[config.mk]
export PLATFORM = sky130hd
export DESIGN_NAME = ncf_voice_alloc
export DESIGN_NICKNAME = d
export VERILOG_FILES = /design/src/rtl/ncf_voice_pkg.sv /design/src/rtl/ncf_lru_rank.sv /design/src/rtl/ncf_voice_alloc.sv
export SDC_FILE = /design/constraint.sdc
export NUM_CORES = 1
export LEC_CHECK = 0
export BUFFER_PORTS_ARGS = -buffer_cell sky130_fd_sc_hd__buf_2
export CAP_MARGIN = 20
export CORE_MARGIN = 4
export CORE_UTILIZATION = 60
export DETAILED_ROUTE_END_ITERATION = 10
export PLACE_DENSITY_LB_ADDON = 0.08
export REMOVE_ABC_BUFFERS = 1
export SLEW_MARGIN = 10
export SYNTH_ARGS = -nofsm -noshare
export SYNTH_HDL_FRONTEND = slang
export SYNTH_SLANG_ARGS = --single-unit
[constraint.sdc]
create_clock -name clock -period 7.47 [get_ports clock]
set_clock_uncertainty 0.2 [all_clocks]
set_input_delay 1.494 -clock clock [delete_from_list [all_inputs] [get_ports clock]]
set_output_delay 1.494 -clock clock [all_outputs]
set_load 0.03 [all_outputs]
[src/rtl/ncf_voice_pkg.sv]
// Shared types for the NCF voice allocator: FSM states, selection paths
// and the default note-number width.
package ncf_voice_pkg;

    localparam int NOTE_W_DEF = 7;

    typedef enum logic [1:0] {
        ST_IDLE = 2'd0,
        ST_SCAN = 2'd1,
        ST_KILL = 2'd2,
        ST_TRIG = 2'd3
    } state_t;

    // How the selected voice is serviced once SCAN has chosen it
    typedef enum logic [1:0] {
        PATH_TRIG = 2'd0,   // gate straight up with a GATEchgd pulse
        PATH_KILL = 2'd1,   // one low cycle first, then TRIG
        PATH_OFF  = 2'd2,   // note-off: drop the gate
        PATH_DROP = 2'd3    // nothing to do
    } path_t;

endpackage

[src/rtl/ncf_lru_rank.sv]
// Least-recently-triggered ranking for the voice bank. Rank 0 is the newest
// voice, NUM_VOICES-1 the oldest; the ranks always form a permutation.
module ncf_lru_rank #(
    parameter int NUM_VOICES = 4,
    localparam int IDX_W = $clog2(NUM_VOICES)
) (
    input  logic                        clock,
    input  logic                        reset_n,
    input  logic                        touch,
    input  logic [IDX_W-1:0]            touch_idx,
    output logic [NUM_VOICES*IDX_W-1:0] rank_flat,
    output logic [IDX_W-1:0]            oldest_idx
);

    logic [IDX_W-1:0] rank [NUM_VOICES];
    logic [IDX_W-1:0] touch_rank;

    assign touch_rank = rank[touch_idx];

    // Touch moves a voice to rank 0 and ages every voice that was newer than it
    always_ff @(posedge clock or negedge reset_n) begin
        if (!reset_n) begin
            for (int v = 0; v < NUM_VOICES; v++) begin
                rank[v] <= IDX_W'(v);
            end
        end else if (touch) begin
            for (int v = 0; v < NUM_VOICES; v++) begin
                if (IDX_W'(v) == touch_idx) begin
                    rank[v] <= '0;
                end else if (rank[v] < touch_rank) begin
                    rank[v] <= rank[v] + 1'b1;
                end
            end
        end
    end

    // Flatten the ranks and locate the voice holding the oldest rank
    always_comb begin
        rank_flat  = '0;
        oldest_idx = '0;
        for (int v = 0; v < NUM_VOICES; v++) begin
            rank_flat[v*IDX_W +: IDX_W] = rank[v];
            if (rank[v] == IDX_W'(NUM_VOICES - 1)) begin
                oldest_idx = IDX_W'(v);
            end
        end
    end

endmodule

[src/rtl/ncf_voice_alloc.sv]
// Polyphonic voice allocator: maps note-on/note-off commands onto a bank of
// ADSR voices and drives their GATE / GATEchgd inputs. A voice that must
// restart from a gated state gets one low gate cycle first, because the ADSR
// ignores GATEchgd while in SUSTAIN.
module ncf_voice_alloc
    import ncf_voice_pkg::*;
#(
    parameter int NUM_VOICES = 4,
    parameter int NOTE_W     = NOTE_W_DEF
) (
    input  logic                         clock,
    input  logic                         reset_n,
    input  logic                         cmd_valid,
    output logic                         cmd_ready,
    input  logic                         cmd_on,
    input  logic [NOTE_W-1:0]            cmd_note,
    input  logic [NUM_VOICES-1:0]        env_idle,
    output logic [NUM_VOICES-1:0]        gate,
    output logic [NUM_VOICES-1:0]        gate_chgd,
    output logic [NUM_VOICES*NOTE_W-1:0] voice_note,
    output logic                         steal
);

    localparam int IDX_W = $clog2(NUM_VOICES);

    state_t                      state;
    logic                        scan_ph;
    logic                        on_q;
    logic [NOTE_W-1:0]           note_q;
    logic [IDX_W-1:0]            sel_q;
    path_t                       path_q;
    logic                        steal_q;

    logic [IDX_W-1:0]            sel_c;
    path_t                       path_c;
    logic                        steal_c;

    logic [NUM_VOICES-1:0]       note_match;
    logic [NUM_VOICES-1:0]       c_match_on;
    logic [NUM_VOICES-1:0]       c_match_off;
    logic [NUM_VOICES-1:0]       c_free;
    logic [NUM_VOICES-1:0]       c_rel;
    logic [IDX_W-1:0]            rel_idx;
    logic [IDX_W-1:0]            rel_rank;
    logic                        rel_found;

    logic                        touch;
    logic [NUM_VOICES*IDX_W-1:0] rank_flat;
    logic [IDX_W-1:0]            oldest_idx;

    function automatic logic [IDX_W-1:0] lowest(input logic [NUM_VOICES-1:0] m);
        logic [IDX_W-1:0] r;
        r = '0;
        for (int v = NUM_VOICES - 1; v >= 0; v--) begin
            if (m[v]) r = IDX_W'(v);
        end
        return r;
    endfunction

    assign cmd_ready = (state == ST_IDLE);

    // LRU is touched on the edge that enters TRIG, from SCAN or from KILL
    assign touch = (state == ST_KILL) ||
                   (state == ST_SCAN && scan_ph && path_q == PATH_TRIG);

    ncf_lru_rank #(
        .NUM_VOICES (NUM_VOICES)
    ) u_lru (
        .clock      (clock),
        .reset_n    (reset_n),
        .touch      (touch),
        .touch_idx  (sel_q),
        .rank_flat  (rank_flat),
        .oldest_idx (oldest_idx)
    );

    // Per-voice note comparison against the latched command
    always_comb begin
        note_match = '0;
        for (int v = 0; v < NUM_VOICES; v++) begin
            note_match[v] = (voice_note[v*NOTE_W +: NOTE_W] == note_q);
        end
    end

    assign c_match_on  = note_match & gate;
    assign c_match_off = note_match & ~gate;
    assign c_free      = ~gate & env_idle;
    assign c_rel       = ~gate;

    // Oldest (highest-rank) voice among those already released
    always_comb begin
        rel_idx   = '0;
        rel_rank  = '0;
        rel_found = 1'b0;
        for (int v = 0; v < NUM_VOICES; v++) begin
            if (c_rel[v] && (!rel_found || rank_flat[v*IDX_W +: IDX_W] > rel_rank)) begin
                rel_idx   = IDX_W'(v);
                rel_rank  = rank_flat[v*IDX_W +: IDX_W];
                rel_found = 1'b1;
            end
        end
    end

    // Priority selection: retrigger, reuse, free idle, releasing, then steal
    always_comb begin
        sel_c   = '0;
        path_c  = PATH_DROP;
        steal_c = 1'b0;
        if (on_q) begin
            if (|c_match_on) begin
                sel_c  = lowest(c_match_on);
                path_c = PATH_KILL;
            end else if (|c_match_off) begin
                sel_c  = lowest(c_match_off);
                path_c = PATH_TRIG;
            end else if (|c_free) begin
                sel_c  = lowest(c_free);
                path_c = PATH_TRIG;
            end else if (|c_rel) begin
                sel_c  = rel_idx;
                path_c = PATH_TRIG;
            end else begin
                sel_c   = oldest_idx;
                path_c  = PATH_KILL;
                steal_c = 1'b1;
            end
        end else if (|c_match_on) begin
            sel_c  = lowest(c_match_on);
            path_c = PATH_OFF;
        end
    end

    // Command and selection capture; pure data, qualified by the FSM
    always_ff @(posedge clock) begin
        if (state == ST_IDLE && cmd_valid) begin
            on_q   <= cmd_on;
            note_q <= cmd_note;
        end
        if (state == ST_SCAN && !scan_ph) begin
            sel_q   <= sel_c;
            path_q  <= path_c;
            steal_q <= steal_c;
        end
    end

    // Control FSM with registered gate, GATEchgd, note and steal outputs
    always_ff @(posedge clock or negedge reset_n) begin
        if (!reset_n) begin
            state      <= ST_IDLE;
            scan_ph    <= 1'b0;
            gate       <= '0;
            gate_chgd  <= '0;
            voice_note <= '0;
            steal      <= 1'b0;
        end else begin
            case (state)
                ST_IDLE: begin
                    if (cmd_valid) begin
                        scan_ph <= 1'b0;
                        state   <= ST_SCAN;
                    end
                end
                ST_SCAN: begin
                    if (!scan_ph) begin
                        scan_ph <= 1'b1;
                    end else begin
                        scan_ph <= 1'b0;
                        case (path_q)
                            PATH_TRIG: begin
                                gate[sel_q]                          <= 1'b1;
                                gate_chgd[sel_q]                     <= 1'b1;
                                voice_note[sel_q*NOTE_W +: NOTE_W]   <= note_q;
                                state                                <= ST_TRIG;
                            end
                            PATH_KILL: begin
                                gate[sel_q] <= 1'b0;
                                steal       <= steal_q;
                                state       <= ST_KILL;
                            end
                            PATH_OFF: begin
                                gate[sel_q] <= 1'b0;
                                state       <= ST_IDLE;
                            end
                            default: begin
                                state <= ST_IDLE;
                            end
                        endcase
                    end
                end
                ST_KILL: begin
                    gate[sel_q]                        <= 1'b1;
                    gate_chgd[sel_q]                   <= 1'b1;
                    voice_note[sel_q*NOTE_W +: NOTE_W] <= note_q;
                    steal                              <= 1'b0;
                    state                              <= ST_TRIG;
                end
                default: begin
                    gate_chgd <= '0;
                    state     <= ST_IDLE;
                end
            endcase
        end
    end

endmodule

[After elaboration in Yosys (flattened, before gate mapping)]
Index checks and enable logic that the tools add are counted.
Word-level totals
  ROM bits: 0
  memory bits (writable): 0
  word-level logic and storage cells: 174
  input bits: 15
  memories: 0
  latch bits: 0
  bits in registers: 61
  output and inout bits: 38
Cells by class
  shift operators: 2
  bitwise operators: 11
  mux-type cells: 70
  $mul: 1
  div/mod/pow operators: 0
  $lt $le $gt $ge: 10
  add/subtract/negate cells: 5
  equality and inequality tests: 19
  reduce and logical (&&, ||, !) cells: 41
Operator list (count)
  two-way mux 2 bit: 38
  two-way mux 28 bit: 2
  case mux 28 bit (2 select lines): 1
  negation 5 -> 34 bit: 1
  variable shift 7 x 34 -> 28 bit (first input constant): 1
  variable part select 7 x 34 -> 28 bit: 1
  bitwise mux 28 bit: 1
  == test 7 bit: 4
  bitwise AND 4 bit: 4
  two-way mux 1 bit: 16
  case mux 4 bit (2 select lines): 2
  OR reduction 4 bit: 4
  OR reduction 13 bit: 1
  two-way mux 4 bit: 3
  case mux 4 bit (3 select lines): 1
  AND reduction 2 bit: 6
  AND reduction 3 bit: 4
  nonzero test 2 bit: 6
  == test 2 bit (second input constant): 5
  adder 2 x 1 -> 2 bit (second input constant): 4
  logical AND 1 bit: 8
  < comparator 2 bit: 4
  inverter 4 bit: 2
  OR 4 bit: 2
  other kinds (22): 38

[Depth between registers and ports, before layout]
Gate-level depths: netlist (run 1).
  word-level depth: 19
  mapped depth: 20
  mapped depth without buffers: 20

[By module]
From an unflattened synthesis (run 1), not the netlist that was laid out.
Second synthesis, totals
  cell total of the unflattened synthesis: 413
  area, all modules: 3868.7 um2
By module, submodules not included
  ncf_voice_alloc: sequential area each 1391.3 um2, area an instance 3153.0 um2, cells an instance 337, times used 1
  ncf_lru_rank: sequential area each 205.2 um2, area an instance 715.7 um2, cells an instance 76, times used 1

[Worst setup path before layout (run 1)]
OpenSTA, ideal clock, no wires.
  kind: register -> register
  start point: reg with a tool-made name
  end point: reg sel_q[1], data pin
  cell stages (with the launch flop): 19
  period minus slack after synthesis: 4.641 ns
  path slack: 2.829 ns
  setup time: 0.265 ns
  arrival time: 4.177 ns
  path through: dfrtp_1 > inv_1 > nand2_1 > ha_1 > nor2b_1 > o31ai_1 > mux2_2 > ha_1 > nand2_1 > o21ai_0 > a21oi_1 > mux2_2 > ha_1 > nor2b_1 > o21ai_0 > nand2_1 > a211o_1 > a222oi_1 > o31ai_1
RTL lines
  end signal: assignment: line ncf_voice_alloc.sv:140  | sel_q <= sel_c;
  end: declaration: line ncf_voice_alloc.sv:30  | logic [IDX_W-1:0] sel_q;

==> results of run 1 <==
-- synth_stat cells, types with 2 or more instances --
| cell | count | area [um^2] |
|---|---|---|
| nand2_1 | 84 | 315 |
| dfrtp_1 | 44 | 1100 |
| o21ai_0 | 43 | 215 |
| ha_1 | 28 | 350 |
| inv_1 | 18 | 67.6 |
| a21oi_1 | 17 | 85.1 |
| xor2_1 | 15 | 131 |
| nor2_1 | 14 | 52.6 |
| edfxtp_1 | 13 | 390 |
| nor2b_1 | 11 | 68.8 |
| clkbuf_1 | 9 | 33.8 |
| xnor2_1 | 9 | 78.8 |
| nor3_1 | 7 | 35.0 |
| nand3_1 | 6 | 30.0 |
| a31oi_1 | 5 | 31.3 |
| a21o_1 | 4 | 30.0 |
| buf_6 | 4 | 45.0 |
| dfstp_2 | 4 | 105 |
| nand2b_1 | 4 | 25.0 |
| a22oi_1 | 3 | 22.5 |
| a31o_2 | 3 | 26.3 |
| mux2_2 | 3 | 33.8 |
| nand4_1 | 3 | 18.8 |
| nor3b_1 | 3 | 22.5 |
| nor4_1 | 3 | 18.8 |
| o31ai_1 | 3 | 22.5 |
| xnor2_4 | 3 | 82.6 |
| clkbuf_2 | 2 | 10.0 |
| clkbuf_8 | 2 | 27.5 |
| mux4_2 | 2 | 45.0 |
| o211ai_1 | 2 | 15.0 |
| or2_2 | 2 | 12.5 |
-- stage by stage --
stage	utilization (%)	hold WS (ns)	instance area (um^2)
floorplan	-	0.287	3690
global placement	67.0	0.281	4060
detailed placement	67.0	0.286	4060
CTS	70.1	0.302	4250
global route	70.1	0.338	4250
finish	70.1	0.296	4250
-- registers in the layout, indices dropped and copies added, names as in the netlist, named ones only --
signal / cells
state: 2
sel_q: 2
u_lru.rank_flat: 8
note_q: 7
voice_note: 28
scan_ph: 1
path_q: 2
steal: 1
on_q: 1
steal_q: 1
gate_chgd: 4
-- placed cells by master, fill, tap and decap left out, types with 9 or more instances in the layout --
cell / netlist / final
nor2_1: 14 / 14
o21ai_0: 43 / 43
xnor2_1: 9 / 9
a21oi_1: 17 / 17
nand2_1: 84 / 84
xor2_1: 15 / 15
buf_2: 0 / 52
dfrtp_1: 44 / 44
inv_1: 18 / 18
edfxtp_1: 13 / 13
ha_1: 28 / 28
clkbuf_8: 2 / 10
nor2b_1: 11 / 11
-- area by class of cell --
type / count / area share (%)
flip-flops and latches: 61 / 37.6
well taps: 75 / 2.21
clock inverters: 5 / 1.21
clock buffers: 11 / 3.33
inverters: 18 / 1.59
multi-input cells: 301 / 47.6
repair buffers: 54 / 6.47
-- path summary, 6_finish.rpt --
kind | endpoint | slack [ns] | cells past startpoint
min in group asynchronous | scan_ph | 1.05 | 2
min reg2reg | gate_chgd[1] | 0.30 | 2
min | gate_chgd[1] | 0.30 | 2
max reg2reg | sel_q[1] | 2.55 | 18
max | sel_q[1] | 2.55 | 18
max in group asynchronous | voice_note[3] | 5.59 | 2
-- critical path, delay by kind of cell (launching register included) --
family | cells | cell delay, ns
AOI/OAI and AO/OA | 7 | 1.70
adders and majority gates | 3 | 0.84
buffers and inverters | 1 | 0.16
DFF | 1 | 0.46
muxes | 2 | 0.80
and+or+nand+nor | 5 | 0.51
-- metal layers --
metal / vias to the layer above / track usage (%) / share of wire (%)
met3: 20 / 3.76 / 5.7
met2: 102 / 39.0 / 49
met4: 0 / 11.2 / 2.2
met5: - / 0 / 0
li1: 1480 / - / -
met1: 1425 / 31.9 / 43
-- cells by family after synthesis --
family,Yosys count
AOI/OAI and AO/OA,94
DFF,61
buffers and inverters,36
adders and majority gates,28
muxes,6
xor gates and xnor gates,28
and+or+nand+nor,145
-- power by group through the flow --
stage	clock (mW)	sequential (mW)	combinational, mW
after floorplan	0	0.703	0.365
after global placement	0	0.586	0.678
after detailed placement	0	0.589	0.693
after CTS	0.295	0.584	0.696
after global routing	0.314	0.605	0.766
final	0.289	0.587	0.692
==> impl_metrics.env, run 1 <==
export IMPL_nNetsFinal=488
export IMPL_cellLeakagePower_nw=1.92
export IMPL_switching_share_pct=45.8
export IMPL_share_comb_of_total_power_pct=44.1
export IMPL_post_drt_via_cell_ratio=5.77
export IMPL_ys_warn_count=0
export IMPL_avgSynthCellArea_um2=9.58
export IMPL_cts_root_buffer="clkbuf_8"
export IMPL_post_cts_resized=0
export IMPL_synth_simple_gate_area_share_pct=18.1
export IMPL_fmax_mhz=203
export IMPL_setup_violations_final=0
export IMPL_gp_congestion=0.946
export IMPL_synth_edf_count=13
export IMPL_synth_compound_area_share_pct=15.3
export IMPL_regArea_um2=1600
export IMPL_antenna_found_initial=0
export IMPL_postRouteAntennaNets=0
export IMPL_globalRouteOverflowTotal=0
export IMPL_clock_sinks=61
export IMPL_dpl_worst_slack_ns=2.61
export IMPL_yosysUniqueCellTypes=57
export IMPL_synthToLayoutAreaGrowth_pct=11.5
export IMPL_p_switching_mw=0.718
export IMPL_clkPwrFrac_pct=18.4
export IMPL_slew_headroom_pct=47.0
export IMPL_dr_pass1_iters=5
export IMPL_intPower_mw=0.850
export IMPL_holdBufCountCts=0
export IMPL_clock_latency_ns=0.34
export IMPL_track_usage_pct=24.1
export IMPL_synth_ff_type="dfrtp_1"
export IMPL_post_cts_buffers=0
export IMPL_coreArea_um2=6060
export IMPL_clk_pin_slew_ns=0.07
export IMPL_hpwlAfterDp_mm=6.19
export IMPL_post_route_cells_drive_above_1_share_pct=20.7
export IMPL_drc=0
export IMPL_start_util_pct=62.9
export IMPL_rsz0062_at_grt="no"
export IMPL_grt_pass1_vias=2926
export IMPL_routed_wl_mm=8.45
export IMPL_die_w_um=87.7
export IMPL_synth_top_family_by_area="simple AND/OR/NAND/NOR gates"
export IMPL_finalCritPeriodShare_pct=65.9
export IMPL_synth_area_mux_share_pct=2.46
export IMPL_arrival_ns=4.81
export IMPL_dieHeight_um=87.7
export IMPL_grt_pass1_wl_mm=14.2
export IMPL_hold_class="reg -> reg"
export IMPL_ir_drop_mv=0.275
export IMPL_cp_slowest_cell="dfrtp_1"
export IMPL_tightest_slew_ns=0.794
export IMPL_syn_inst=398
export IMPL_antenna_cells=0
export IMPL_seq_area_frac_synth_pct=41.9
export IMPL_maxSlewViolCount=0
export IMPL_hp_start="gate_chgd[1]"
export IMPL_synth_fa_ha_area_share_pct=9.19
export IMPL_end_kind="flop"
export IMPL_synth_xor_area_share_pct=8.10
export IMPL_cap_violations=0
export IMPL_cp_slowest_stage_delay_ns=0.46
export IMPL_final_cells=525
export IMPL_via_count=3027
export IMPL_critical_path_required_ns=7.36
export IMPL_cp_max_fo=8
export IMPL_syn_area_um2=3810
export IMPL_first_iter_violations=187
export IMPL_synth_seq_cells=61
export IMPL_p_per_area_nw_per_um2=369
export IMPL_hold_viol=0
export IMPL_grt_max_degree=49
export IMPL_fillCellCount=479
export IMPL_port_buffers=52
export IMPL_outcome="finished, final reports clean"
export IMPL_cts_tree="yes"
export IMPL_final_setup_tns_ns=0
export IMPL_cp_cell_sequence="inv_1 > nand2_1 > ha_1 > nor2b_1 > o31ai_1 > mux2_2 > ha_1 > nand2_1 > o21ai_0 > a21oi_1 > mux2_2 > ha_1 > nor2b_1 > o21ai_0 > nand2_1 > a211o_1 > a222oi_1 > o31ai_1"
export IMPL_dp_cells=509
export IMPL_min_period_ns=4.92
export IMPL_cts_made_buffers=9
export IMPL_multiInputGateArea_um2=2030
export IMPL_finalPower_mw=1.57
export IMPL_htree_num_levels=3
export IMPL_die_area_um2=7700
export IMPL_synthArstFlopShare_pct=78.7
export IMPL_path_class="reg -> reg"
export IMPL_wl_per_cell_um=16.1
export IMPL_p_seq_share_pct=37.4
export IMPL_setup_ws_ns=2.55
export IMPL_cts_path_max_buffers=2
export IMPL_ios=53
export IMPL_core_rowCount=28
export IMPL_crit_path_start_kind="flop"
Power figures use the tool's default switching activity.
==> run 2, diff against run 1 <==
- CORE_UTILIZATION: 60 -> 52
- clock period: 7.47 -> 4 ns (I/O delays scaled with it)
==> run 2 against run 1 <==
Compared with the run above: the flow now finishes with violations (setup timing); largest power group unchanged; clock power up 86%; clock-buffer cell count down 1; non-clock buffer count up 18; critical endpoint unchanged; sequential share of layout area down 2.8 points; fmax up 15%.
==> impl_metrics.env, run 2 (synthesis gave the netlist of run 1 again) <==
export IMPL_violations="setup timing"
export IMPL_fillCellCount=590
export IMPL_track_usage_pct=21.3
export IMPL_gp_congestion=0.852
export IMPL_cellLeakagePower_nw=2.07
export IMPL_cts_path_max_buffers=2
export IMPL_regArea_um2=1600
export IMPL_end_kind="flop"
export IMPL_finalCritPeriodShare_pct=107
export IMPL_finalPower_mw=3.05
export IMPL_dp_cells=539
export IMPL_switching_share_pct=46.0
export IMPL_cp_max_fo=3
export IMPL_arrival_ns=4.16
export IMPL_globalRouteOverflowTotal=0
export IMPL_clock_sinks=61
export IMPL_fmax_mhz=234
export IMPL_coreArea_um2=6940
export IMPL_placed_area_um2=4150
export IMPL_p_seq_share_pct=35.5
export IMPL_p_per_area_nw_per_um2=664
export IMPL_tightest_slew_ns=0.840
export IMPL_clk_pin_slew_ns=0.07
export IMPL_post_route_cells_drive_above_1_share_pct=28.2
export IMPL_grt_pass1_vias=2993
export IMPL_final_common_cell="nand2_1"
export IMPL_critical_path_required_ns=3.89
export IMPL_grt_max_degree=49
export IMPL_nNetsFinal=506
export IMPL_dpl_worst_slack_ns=-0.431
export IMPL_routed_wl_mm=9.30
export IMPL_slew_headroom_pct=43.9
export IMPL_final_setup_tns_ns=-0.303
export IMPL_intPower_mw=1.65
export IMPL_port_buffers=52
export IMPL_largest_reg_flops=28
export IMPL_htree_num_levels=3
export IMPL_maxSlewViolCount=0
export IMPL_rsz0062_at_grt="yes"
export IMPL_hold_class="in -> async"
export IMPL_wl_per_cell_um=16.5
export IMPL_post_drt_via_cell_ratio=5.56
export IMPL_p_switching_mw=1.40
export IMPL_path_class="reg -> reg"
export IMPL_clock_latency_ns=0.34
export IMPL_dr_pass1_iters=4
export IMPL_drc=0
export IMPL_design_area_um2=4590
export IMPL_cts_made_buffers=9
export IMPL_cts_tree="yes"
export IMPL_hold_viol=0
export IMPL_multiInputGateArea_um2=2200
export IMPL_cap_violations=0
export IMPL_start_util_pct=54.9
export IMPL_final_cells=564
export IMPL_die_area_um2=8770
export IMPL_min_period_ns=4.27
export IMPL_crit_path_start_kind="flop"
export IMPL_hpwlAfterDp_mm=6.45
export IMPL_dieHeight_um=93.6
export IMPL_cts_root_buffer="clkbuf_8"
export IMPL_outcome="complete, but fails checks"
export IMPL_antenna_found_initial=0
export IMPL_grt_pass1_wl_mm=14.5
export IMPL_die_w_um=93.6
export IMPL_clkPwrFrac_pct=17.6
export IMPL_via_count=3138
export IMPL_core_rowCount=30
export IMPL_ios=53
export IMPL_antenna_cells=0
export IMPL_mostFrequentLayoutCells="82 x nand2_1, 51 x buf_2, 44 x dfrtp_1, 41 x o21ai_0, 23 x ha_1"
export IMPL_first_iter_violations=183
export IMPL_setup_violations_final=2
export IMPL_synthToLayoutAreaGrowth_pct=20.5
export IMPL_postRouteAntennaNets=0
export IMPL_regMostFlops="voice_note"
export IMPL_share_comb_of_total_power_pct=46.8
export IMPL_setup_ws_ns=-0.268
export IMPL_ir_drop_mv=0.433
-- run 2: changes by cell type in the layout (fill, tap and decap cells not counted), sizes merged --
| cell | change |
|---|---|
| buf | +18 |
| clkbuf | -1 |
| inv | +1 |
-- run 2: worst paths after layout --
path	startpoint	end	slack [ns]	cells after the start
setup / recovery	flop	sel_q[1]	-0.27	19
hold / removal	reset_n	voice_note[19]	0.27	1
setup reg to reg	flop	sel_q[1]	-0.27	19
hold reg to reg	gate_chgd[3]	gate_chgd[3]	0.30	2
max in group asynchronous	reset_n	steal	2.88	1
min in group clock	gate_chgd[3]	gate_chgd[3]	0.30	2
-- run 2: power groups by stage --
stage	combinational [mW]	sequential, mW	clock (mW)
6_report	1.43	1.09	0.538
5_1_grt	1.56	1.12	0.578
4_1_cts	1.35	1.08	0.549
3_5_place_dp	1.34	1.09	0
3_3_place_gp	1.31	1.09	0
2_1_floorplan	0.682	1.31	0
-- run 2: layout make-up --
| type | count | share of cell area [%] |
|---|---|---|
| Sequential cell | 61 | 34.7 |
| Clock inverter | 6 | 1.36 |
| Multi-Input combinational cell | 301 | 47.8 |
| Timing Repair Buffer | 72 | 9.23 |
| Inverter | 18 | 1.47 |
| Tap cell | 96 | 2.61 |
| Clock buffer | 10 | 2.78 |
-- run 2: critical path, cell delays in order (launching register included) --
cell      delay [ns]
dfrtp_1         0.40
buf_6           0.13
nor2b_4         0.15
ha_4            0.22
a31oi_4         0.17
o31ai_4         0.10
buf_4           0.15
mux2_4          0.32
ha_4            0.18
nor2b_4         0.10
o21ai_2         0.08
a21oi_2         0.19
mux2_4          0.33
ha_4            0.22
nor2b_4         0.12
o21ai_1         0.11
nand2_1         0.12
a211o_1         0.31
a222oi_1        0.31
o31ai_1         0.11
-- run 2: what timing repair did --
action,CTS,global route
setup endpoints to repair,2,2
setup buffers,0,9
pin swaps,4,12
hold buffers,0,0
resized for setup,7,27
cloned,0,0
-- run 2: routing by layer --
metal	share of wire, %	track usage (%)
met1	43	27.6
met2	49	34.6
met3	5.6	5.23
met4	3.0	7.70
met5	0	0
-- run 2: per-stage QoR --
step                      utilization [%]  hold slack [ns]
after global placement               59.8            0.282
final                                66.2            0.271
after detailed placement             59.8            0.287
after floorplan                         -            0.287
after CTS                            62.8            0.304
after global routing                 66.2            0.328
==> run 3, diff against run 2 <==
- CORE_MARGIN: 4 -> 5
- PLACE_DENSITY: default -> 0.74
- PLACE_DENSITY_LB_ADDON: 0.08 -> default
==> run 3 against run 2 <==
Compared with the run above: the run still ends with setup timing left; non-clock buffer count fell by 4; clock power rose by 26%; core utilization fell by 2.3 points; routed wire length barely moved; fmax rose by 1.5%; global-route usage rose by 0.54 points; sequential power barely moved; critical path type unchanged; critical endpoint unchanged; largest cell class unchanged.
==> impl_metrics.env, run 3 (synthesis gave the netlist of run 1 again) <==
export IMPL_synthToLayoutAreaGrowth_pct=20.9
export IMPL_dr_pass1_iters=4
export IMPL_setup_violations_final=2
export IMPL_arrival_ns=4.10
export IMPL_placed_area_um2=4160
export IMPL_min_period_ns=4.20
export IMPL_cp_max_fo=2
export IMPL_antenna_found_initial=0
export IMPL_final_setup_tns_ns=-0.209
export IMPL_cts_path_max_buffers=2
export IMPL_path_class="reg -> reg"
export IMPL_cts_tree="yes"
export IMPL_track_usage_pct=21.8
export IMPL_crit_path_start_kind="flop"
export IMPL_utilization_pct=63.9
export IMPL_wl_per_cell_um=16.5
export IMPL_cap_violations=0
export IMPL_globalRouteOverflowTotal=0
export IMPL_port_buffers=52
export IMPL_cellLeakagePower_nw=2.07
export IMPL_final_common_cell="nand2_1"
export IMPL_htree_num_levels=3
export IMPL_slew_headroom_pct=43.9
export IMPL_holdBufCountCts=0
export IMPL_grt_max_degree=49
export IMPL_die_w_um=95.6
export IMPL_ios=53
export IMPL_cts_made_buffers=9
export IMPL_finalCritPeriodShare_pct=105
export IMPL_coreArea_um2=7210
export IMPL_regMostFlops="voice_note"
export IMPL_drc=0
export IMPL_grt_pass1_wl_mm=15.3
export IMPL_first_iter_violations=231
export IMPL_post_route_cells_drive_above_1_share_pct=27.6
export IMPL_rsz0062_at_grt="yes"
export IMPL_largest_reg_flops=28
export IMPL_grt_pass1_vias=3195
export IMPL_clock_latency_ns=0.34
export IMPL_gp_congestion=0.882
export IMPL_routed_wl_mm=9.30
export IMPL_maxSlewViolCount=0
export IMPL_core_rowCount=31
export IMPL_nNetsFinal=502
export IMPL_clk_pin_slew_ns=0.07
export IMPL_fmax_mhz=238
export IMPL_post_drt_via_cell_ratio=5.55
export IMPL_via_count=3126
export IMPL_tightest_slew_ns=0.840
export IMPL_hold_class="in -> async"
export IMPL_hpwlAfterDp_mm=6.61
export IMPL_violations="setup timing"
export IMPL_end_kind="flop"
export IMPL_ir_drop_mv=0.413
export IMPL_dieHeight_um=95.6
export IMPL_antenna_cells=0
export IMPL_mostFrequentLayoutCells="83 x nand2_1, 51 x buf_2, 44 x dfrtp_1, 41 x o21ai_0, 24 x ha_1"
export IMPL_start_util_pct=52.9
export IMPL_clock_sinks=61
export IMPL_outcome="complete, but fails checks"
export IMPL_critical_path_required_ns=3.89
export IMPL_die_area_um2=9150
export IMPL_hold_viol=0
export IMPL_dpl_worst_slack_ns=-0.513
export IMPL_cts_root_buffer="clkbuf_8"
export IMPL_finalPower_mw=3.19
export IMPL_p_per_area_nw_per_um2=692
export IMPL_postRouteAntennaNets=0
export IMPL_setup_ws_ns=-0.204
export IMPL_design_area_um2=4610
-- run 3: cell types whose count changed in the layout (fill, tap and decap cells not counted) --
cell	previous run	this run
ha_1	23	24
ha_4	5	4
clkinv_2	3	1
nand2_2	2	1
nor2_1	13	12
bufinv_16	1	3
clkinv_4	1	2
nor2_2	0	1
clkbuf_1	1	0
nand2_1	82	83
buf_4	18	14
-- run 3: where the power goes --
part	switching, mW	internal [mW]
combinational	0.904	0.519
sequential	0.251	0.835
clock	0.263	0.417
total	1.42	1.77
-- run 3: per-layer routing --
| metal | track usage (%) | part of all wire, % | up-vias |
|---|---|---|---|
| met3 | 5.68 | 5.5 | 17 |
| met4 | 5.57 | 1.2 | 0 |
| met5 | 0 | 0 | - |
| met2 | 37.3 | 50 | 104 |
| li1 | - | - | 1505 |
| met1 | 27.4 | 43 | 1500 |
-- run 3: timing repair --
item,in CTS,in global routing
buffers inserted,6,0
pin swaps,12,5
endpoints found under the setup margin,2,2
gates resized for setup,24,9
-- run 3: layout make-up --
type | count | area (um^2)
fill | 634 | 2600
clock buffer | 9 | 124
clock inverter | 7 | 121
inverter | 18 | 67.6
tap | 99 | 124
multi-input combinational | 301 | 2180
timing repair buffer | 68 | 394
sequential | 61 | 1600
-- run 3: final timing paths --
check                                     end  slack, ns  depth (start not counted)
hold / removal             u_lru.rank_flat[3]       0.28                          1
setup reg to reg                     sel_q[1]      -0.20                         18
max in group asynchronous             scan_ph       2.91                          1
min in group clock               gate_chgd[3]       0.31                          2
hold reg to reg                  gate_chgd[3]       0.31                          2
setup / recovery                     sel_q[1]      -0.20                         18
-- run 3: worst max-delay path, stage by stage (launching register included) --
cell and delay (ns):
dfrtp_1 0.40, inv_2 0.07, nand2_2 0.06, ha_4 0.25, nor2b_4 0.13, o31ai_4 0.23, mux2_4 0.36, ha_1 0.29
nand2_1 0.10, o21ai_2 0.08, a21oi_2 0.17, mux2_4 0.34, ha_4 0.22, nor2b_4 0.12, o21ai_1 0.13, nand2_1 0.10
a211o_1 0.27, a222oi_1 0.33, o31ai_1 0.10
-- run 3: per-stage QoR --
stage          hold slack, ns  cells
3_3_place_gp            0.275    542
6_report                0.276    563
4_1_cts                 0.307    563
5_1_grt                 0.316    563
2_1_floorplan           0.287    380
3_5_place_dp            0.286    542
